File: config.mk
export PLATFORM = sky130hd
export DESIGN_NAME = sccomp_mem_bridge
export DESIGN_NICKNAME = d
export VERILOG_FILES = /design/src/rtl/sccomp_pkg.sv /design/src/rtl/sccomp_addr_decode.sv /design/src/rtl/sccomp_mem_bridge.sv
export SDC_FILE = /design/constraint.sdc
export NUM_CORES = 1
export LEC_CHECK = 0
export CAP_MARGIN = 30
export CORE_AREA = 2 2 168 170
export DETAILED_ROUTE_END_ITERATION = 12
export DIE_AREA = 0 0 170 172
export PLACE_DENSITY = 0.56
export RECOVER_POWER = 50
export SYNTH_ARGS = -nofsm -noshare
export SYNTH_HDL_FRONTEND = slang
export SYNTH_SLANG_ARGS = --single-unit
File: constraint.sdc
create_clock -name clk_in -period 6.5 [get_ports clk_in]
set_input_delay 1.3 -clock clk_in [delete_from_list [all_inputs] [get_ports clk_in]]
set_output_delay 1.3 -clock clk_in [all_outputs]
set_load 0.05 [all_outputs]
File: src/rtl/sccomp_pkg.sv
// Shared types and constants for the single-cycle CPU memory bridge.
// Base addresses follow the MARS memory map.
package sccomp_pkg;

  typedef enum logic [1:0] {
    IDLE = 2'd0,
    WAIT = 2'd1,
    DONE = 2'd2,
    ERR  = 2'd3
  } state_t;

  localparam logic [31:0] TEXT_BASE = 32'h0040_0000;
  localparam logic [31:0] DATA_BASE = 32'h1001_0000;
  localparam logic [31:0] MMIO_BASE = 32'hFFFF_0000;
  localparam logic [31:0] ERR_RDATA = 32'hDEAD_BEEF;

  // Wrap-safe region test: addresses below base wrap high and miss.
  function automatic logic in_region(input logic [31:0] addr, input logic [31:0] base,
                                     input logic [31:0] bytes);
    logic [31:0] off;
    off = addr - base;
    return off < bytes;
  endfunction

endpackage

File: src/rtl/sccomp_addr_decode.sv
// Combinational decode of a MARS data address into dmem / MMIO hits and word indices.
// Hits ignore alignment; the caller combines them with the misaligned flag.
module sccomp_addr_decode
  import sccomp_pkg::*;
#(
  parameter logic [31:0] DATA_BASE  = sccomp_pkg::DATA_BASE,
  parameter int          DMEM_WORDS = 2048,
  parameter logic [31:0] MMIO_BASE  = sccomp_pkg::MMIO_BASE,
  parameter int          MMIO_WORDS = 64,
  localparam int         DA_W       = $clog2(DMEM_WORDS),
  localparam int         MA_W       = $clog2(MMIO_WORDS)
) (
  input  logic [31:0]     addr,
  output logic            hit_dmem,
  output logic            hit_mmio,
  output logic            misaligned,
  output logic [DA_W-1:0] dmem_idx,
  output logic [MA_W-1:0] mmio_idx
);

  localparam logic [31:0] DMEM_BYTES = 32'(4 * DMEM_WORDS);
  localparam logic [31:0] MMIO_BYTES = 32'(4 * MMIO_WORDS);

  logic [31:0] off_dmem;
  logic [31:0] off_mmio;

  assign off_dmem   = addr - DATA_BASE;
  assign off_mmio   = addr - MMIO_BASE;
  assign hit_dmem   = in_region(addr, DATA_BASE, DMEM_BYTES);
  assign hit_mmio   = in_region(addr, MMIO_BASE, MMIO_BYTES);
  assign misaligned = (addr[1:0] != 2'b00);
  assign dmem_idx   = DA_W'(off_dmem >> 2);
  assign mmio_idx   = MA_W'(off_mmio >> 2);

endmodule

File: src/rtl/sccomp_mem_bridge.sv
// Memory bridge: combinational instruction fetch plus a stalling req/ack data path
// to dmem and MMIO, with a sticky bus error for unmapped, misaligned or timed-out accesses.
module sccomp_mem_bridge
  import sccomp_pkg::*;
#(
  parameter int          DATA_W     = 32,
  parameter logic [31:0] TEXT_BASE  = sccomp_pkg::TEXT_BASE,
  parameter logic [31:0] DATA_BASE  = sccomp_pkg::DATA_BASE,
  parameter int          DMEM_WORDS = 2048,
  parameter logic [31:0] MMIO_BASE  = sccomp_pkg::MMIO_BASE,
  parameter int          MMIO_WORDS = 64,
  parameter int          TIMEOUT    = 15,
  localparam int         BE_W       = DATA_W / 8,
  localparam int         DA_W       = $clog2(DMEM_WORDS),
  localparam int         MA_W       = $clog2(MMIO_WORDS)
) (
  input  logic              clk_in,
  input  logic              reset_n,
  // instruction fetch
  input  logic [31:0]       cpu_pc,
  output logic [DATA_W-1:0] cpu_inst,
  output logic [31:0]       imem_addr,
  input  logic [DATA_W-1:0] imem_rdata,
  // CPU data port
  input  logic              cpu_req,
  input  logic              cpu_we,
  input  logic [31:0]       cpu_addr,
  input  logic [BE_W-1:0]   cpu_be,
  input  logic [DATA_W-1:0] cpu_wdata,
  output logic [DATA_W-1:0] cpu_rdata,
  output logic              cpu_stall,
  // dmem target
  output logic              dmem_req,
  output logic              dmem_we,
  output logic [DA_W-1:0]   dmem_addr,
  output logic [BE_W-1:0]   dmem_be,
  output logic [DATA_W-1:0] dmem_wdata,
  input  logic              dmem_ack,
  input  logic [DATA_W-1:0] dmem_rdata,
  // MMIO target
  output logic              mmio_req,
  output logic              mmio_we,
  output logic [MA_W-1:0]   mmio_addr,
  output logic [BE_W-1:0]   mmio_be,
  output logic [DATA_W-1:0] mmio_wdata,
  input  logic              mmio_ack,
  input  logic [DATA_W-1:0] mmio_rdata,
  // status
  output logic              bus_err,
  output logic [31:0]       err_addr,
  output state_t            fsm_state
);

  // Handshake: cpu_req is held with stable addr/be/wdata/we until cpu_stall is low
  // in a cycle; each target gets a one-cycle *_req strobe and answers with a one-cycle
  // *_ack carrying rdata. Acks outside WAIT are ignored.

  localparam int                CNT_W    = ($clog2(TIMEOUT + 1) < 4) ? 4 : $clog2(TIMEOUT + 1);
  localparam logic [DATA_W-1:0] ERR_WORD = DATA_W'(ERR_RDATA);

  state_t state, state_nx;

  logic            hit_dmem, hit_mmio, misaligned;
  logic [DA_W-1:0] dec_dmem_idx;
  logic [MA_W-1:0] dec_mmio_idx;
  logic            decode_ok;

  logic [31:0]       addr_q;
  logic [BE_W-1:0]   be_q;
  logic [DATA_W-1:0] wdata_q;
  logic              we_q;
  logic              mmio_sel_q;
  logic [DA_W-1:0]   dmem_idx_q;
  logic [MA_W-1:0]   mmio_idx_q;
  logic [CNT_W-1:0]  cnt;

  logic              ack;
  logic [DATA_W-1:0] tgt_rdata;
  logic              timeout_hit;
  logic [31:0]       pc_off;

  // Fetch path: never stalled, purely combinational.
  assign pc_off    = cpu_pc - TEXT_BASE;
  assign imem_addr = pc_off >> 2;
  assign cpu_inst  = imem_rdata;

  sccomp_addr_decode #(
    .DATA_BASE (DATA_BASE),
    .DMEM_WORDS(DMEM_WORDS),
    .MMIO_BASE (MMIO_BASE),
    .MMIO_WORDS(MMIO_WORDS)
  ) u_decode (
    .addr      (cpu_addr),
    .hit_dmem  (hit_dmem),
    .hit_mmio  (hit_mmio),
    .misaligned(misaligned),
    .dmem_idx  (dec_dmem_idx),
    .mmio_idx  (dec_mmio_idx)
  );

  assign decode_ok   = ~misaligned & (hit_dmem | hit_mmio);
  assign ack         = mmio_sel_q ? mmio_ack : dmem_ack;
  assign tgt_rdata   = mmio_sel_q ? mmio_rdata : dmem_rdata;
  assign timeout_hit = (cnt == CNT_W'(TIMEOUT - 1));

  always_ff @(posedge clk_in or negedge reset_n) begin
    if (!reset_n) state <= IDLE;
    else          state <= state_nx;
  end

  always_comb begin
    state_nx = state;
    case (state)
      IDLE:    if (cpu_req) state_nx = decode_ok ? WAIT : ERR;
      WAIT: begin
        // Ack is checked first so it wins over a simultaneous timeout.
        if (ack)              state_nx = DONE;
        else if (timeout_hit) state_nx = ERR;
      end
      DONE:    state_nx = IDLE;
      ERR:     state_nx = IDLE;
      default: state_nx = IDLE;
    endcase
  end

  always_comb begin
    cpu_stall = 1'b0;
    dmem_req  = 1'b0;
    mmio_req  = 1'b0;
    case (state)
      IDLE: cpu_stall = cpu_req;
      WAIT: begin
        cpu_stall = 1'b1;
        dmem_req  = (cnt == '0) & ~mmio_sel_q;
        mmio_req  = (cnt == '0) & mmio_sel_q;
      end
      default: ;
    endcase
  end

  always_ff @(posedge clk_in or negedge reset_n) begin
    if (!reset_n) begin
      addr_q     <= '0;
      be_q       <= '0;
      wdata_q    <= '0;
      we_q       <= 1'b0;
      mmio_sel_q <= 1'b0;
      dmem_idx_q <= '0;
      mmio_idx_q <= '0;
      cnt        <= '0;
      cpu_rdata  <= '0;
      bus_err    <= 1'b0;
      err_addr   <= '0;
    end else begin
      case (state)
        IDLE: begin
          if (cpu_req && decode_ok) begin
            addr_q     <= cpu_addr;
            be_q       <= cpu_be;
            wdata_q    <= cpu_wdata;
            we_q       <= cpu_we;
            mmio_sel_q <= hit_mmio;
            dmem_idx_q <= dec_dmem_idx;
            mmio_idx_q <= dec_mmio_idx;
            cnt        <= '0;
          end else if (cpu_req) begin
            bus_err <= 1'b1;
            if (!bus_err) err_addr  <= cpu_addr;
            if (!cpu_we)  cpu_rdata <= ERR_WORD;
          end
        end
        WAIT: begin
          if (ack) begin
            if (!we_q) cpu_rdata <= tgt_rdata;
          end else if (timeout_hit) begin
            bus_err <= 1'b1;
            if (!bus_err) err_addr  <= addr_q;
            if (!we_q)    cpu_rdata <= ERR_WORD;
          end else begin
            cnt <= cnt + CNT_W'(1);
          end
        end
        default: ;
      endcase
    end
  end

  assign dmem_we    = we_q;
  assign dmem_addr  = dmem_idx_q;
  assign dmem_be    = be_q;
  assign dmem_wdata = wdata_q;
  assign mmio_we    = we_q;
  assign mmio_addr  = mmio_idx_q;
  assign mmio_be    = be_q;
  assign mmio_wdata = wdata_q;
  assign fsm_state  = state;

endmodule
==> reports/summary.txt <==
clock-pin slew on the worst setup and hold paths -> 0.07 ns
Iteration-0 DRC Markers -> 223
drt wl/cell -> 16.26 um
Vias/cell -> 4.330
CTS resizes -> 0
Synth area leader -> dfrtp_1
Hold WC Path Type -> flip-flop to flip-flop
Num CTS Buffers -> 17
most frequent cell after synthesis -> nand2_1
Cell variety after synth -> 45
largest fanout on the critical path -> 3
crit path kind -> input pin to output pin
Final Routed Wirelength -> 21620 um
Seq pwr share -> 0.308
Initial Util -> 0.2655
status -> finished, violations left
clk_skew -> 0.01195 ns
Routed Antenna Nets -> 0
final setup vio count -> 0
largest net degree at the start of global routing -> 97
CP Data Required Time -> 5.20 ns
CORE AREA -> 27480 um^2
Antenna Cells -> 0
clock root buffer -> clkbuf_16
DR vias -> 5755
CP Launch Type -> input pin
First-pass DRT Iterations -> 4
Max Fclk -> 0.2053 GHz
Max clock buf depth -> 2
nets@finish -> 1176
Post CTS Setup Buffer Count -> 0
Syn Area/Cell -> 9.537 um^2
gpl congestion -> 0.7391
Least-Margin Pin Slew -> 2.519 ns
Final Hold Fails -> 0
row count -> 61
Hold-fix buffers, CTS -> 0
HPWL Detailed -> 15480 um
Synth top cells by count -> nand2_1, dfrtp_1, buf_4
sequential share of the synthesized area -> 0.4836
IO Count -> 427
Post-synth ARST share -> 1.000
Primary FF master, synth -> dfrtp_1
CTS H-Tree Depth -> 4
Die X -> 170 um
Post-Synthesis Cells -> 765
min Tclk post-route -> 4.871 ns
post-layout util -> 0.3871
total clock sinks -> 141
YS warnings -> 0
Synth Cell Area -> 7296 um^2
Port-buffer cells -> 318
Area growth, synth to finish -> 45.79%
Total GRT Usage -> 0.1442
Net Sw Frac -> 0.4178
Internal -> 2.217 mW
crit path DAT -> 3.57 ns
initial antenna violation count -> 0
worst skew pair latency -> 0.42 ns
share of the synthesized area in the top cell type -> 0.4836
setup TNS -> 0 ns
Rel. slew slack -> -0.6793
first-pass GRT wire length -> 32400 um
post-synthesis register bit count -> 141
clock network power share -> 0.249
power density over the cells -> 357.9 nW/um^2
Total Die Area -> 29240 um^2
sw power -> 1.591 mW
die height -> 172 um
Max Cap Viol -> 1
Area contributors post-synth -> dfrtp_1, nand2_1, buf_4
ratio of final minimum period to clock period -> 0.7494
Remaining Overflow, GRT -> 0
Post-synth EDFFs -> 0
CTS tree -> yes
power share of the combinational group -> 0.442
Critical Path Sink Type -> output pin
unrepaired setup endpoints after global routing -> no
Leak -> 5.090 nW
failing checks -> capacitance limit, slew limit
maximum vdd drop -> 167.4 uV
Fill cells -> 2795
share of layout cells above drive strength 1 -> 0.08545
max-slew violations -> 47
number of remaining DRC errors -> 0
vias in the first global route -> 5681
[worst paths after layout]
path	startpoint	to	slack, ns	cells past startpoint
max	cpu_pc[22]	imem_addr[28]	1.63	7
min	addr_q[28]$_DFFE_PN0P_	addr_q[28]$_DFFE_PN0P_	0.47	1
max reg2reg	fsm_state[0]$_DFFE_PN0P_	err_addr[22]$_DFFE_PN0P_	3.03	7
min reg2reg	addr_q[28]$_DFFE_PN0P_	addr_q[28]$_DFFE_PN0P_	0.47	1
max in group asynchronous	reset_n	dmem_wdata[27]$_DFFE_PN0P_	2.48	2
min in group asynchronous	reset_n	addr_q[14]$_DFFE_PN0P_	1.08	1
[registers in the layout (all words and copies together), names as in the netlist]
name and count:
fsm_state 2, dmem_we 1, err_addr 32, cpu_rdata 32, cnt 4, dmem_wdata 32
bus_err 1, dmem_be 4, addr_q 32, mmio_sel_q 1
[logic make-up (layout without fill, tap and decap cells)]
| logic type | after synthesis | after routing | synth area share |
|---|---|---|---|
| flops | 141 | 141 | 0.4836 |
| buf+inv | 159 | 376 | 0.1408 |
| xor+xnor | 8 | 8 | 0.009603 |
| compound gates | 50 | 50 | 0.05231 |
| fa+ha+maj | 4 | 4 | 0.006860 |
| other cells | 1 | 2 | 0.0005140 |
| simple gates | 334 | 334 | 0.1917 |
| mux | 68 | 68 | 0.1146 |
[cells in the final DEF, fill, tap and decap left out, types with 3 or more instances in the layout]
| cell type | n |
|---|---|
| and2_1 | 6 |
| inv_1 | 16 |
| or4_1 | 5 |
| clkbuf_16 | 17 |
| mux2i_1 | 34 |
| a2bb2oi_1 | 24 |
| nor2_1 | 10 |
| dfrtp_1 | 140 |
| mux2_4 | 30 |
| buf_4 | 8 |
| clkinvlp_4 | 5 |
| nor3_1 | 3 |
| o21ai_0 | 6 |
| nor4_1 | 4 |
| or3_1 | 4 |
| o22ai_1 | 8 |
| nand2b_1 | 5 |
| a21oi_1 | 3 |
| nand2_1 | 276 |
| xor2_1 | 4 |
| clkbuf_1 | 3 |
| dlygate4sd3_1 | 59 |
| xnor2_1 | 4 |
| nand3_1 | 4 |
| clkdlybuf4s50_1 | 258 |
| ha_1 | 4 |
| mux2_2 | 4 |
[critical path, stage by stage]
cell	delay (ns)
clkdlybuf4s50_1	0.44
inv_1	0.09
ha_1	0.20
inv_1	0.06
or4_1	0.48
xnor2_1	0.15
clkdlybuf4s50_1	0.83
[area by class of cell]
type,instances,area (um^2),share of cell area
clock inverter,12,112.6,0.01059
timing repair buffer,328,3268,0.3073
multi-input combinational,466,2776,0.2610
inverter,16,60.06,0.005646
tap,346,432.9,0.04070
clock buffer,20,456.7,0.04294
sequential,141,3530,0.3318
[power by group through the flow]
stage,Combinational (mW),Sequential (mW),Clock (mW)
after floorplan,0.565,1.80,0
after global placement,1.74,1.19,0
after detailed placement,1.74,1.19,0
after CTS,1.75,1.18,0.990
after global routing,1.77,1.20,1.03
final,1.68,1.17,0.949
[through the flow]
stage	area [um^2]	setup slack, ns	hold WS (ns)	std cells	power, mW
after global routing	10640	1.510	0.4902	1329	4.002
final	10640	1.629	0.4659	1329	3.807
after floorplan	7300	1.935	0.4346	766	2.367
after global placement	10050	1.650	0.4519	1296	2.928
after detailed placement	10050	1.616	0.4536	1296	2.936
after CTS	10620	1.605	0.4703	1328	3.919
[routing by layer]
layer	track usage	up-vias	wire length [um]
li1	-	2793	-
met1	0.1806	2717	9201
met2	0.2373	212	10400
met3	0.04097	33	1601
met4	0.05388	0	416
met5	0	-	0
(Power assumes the default switching activity.)
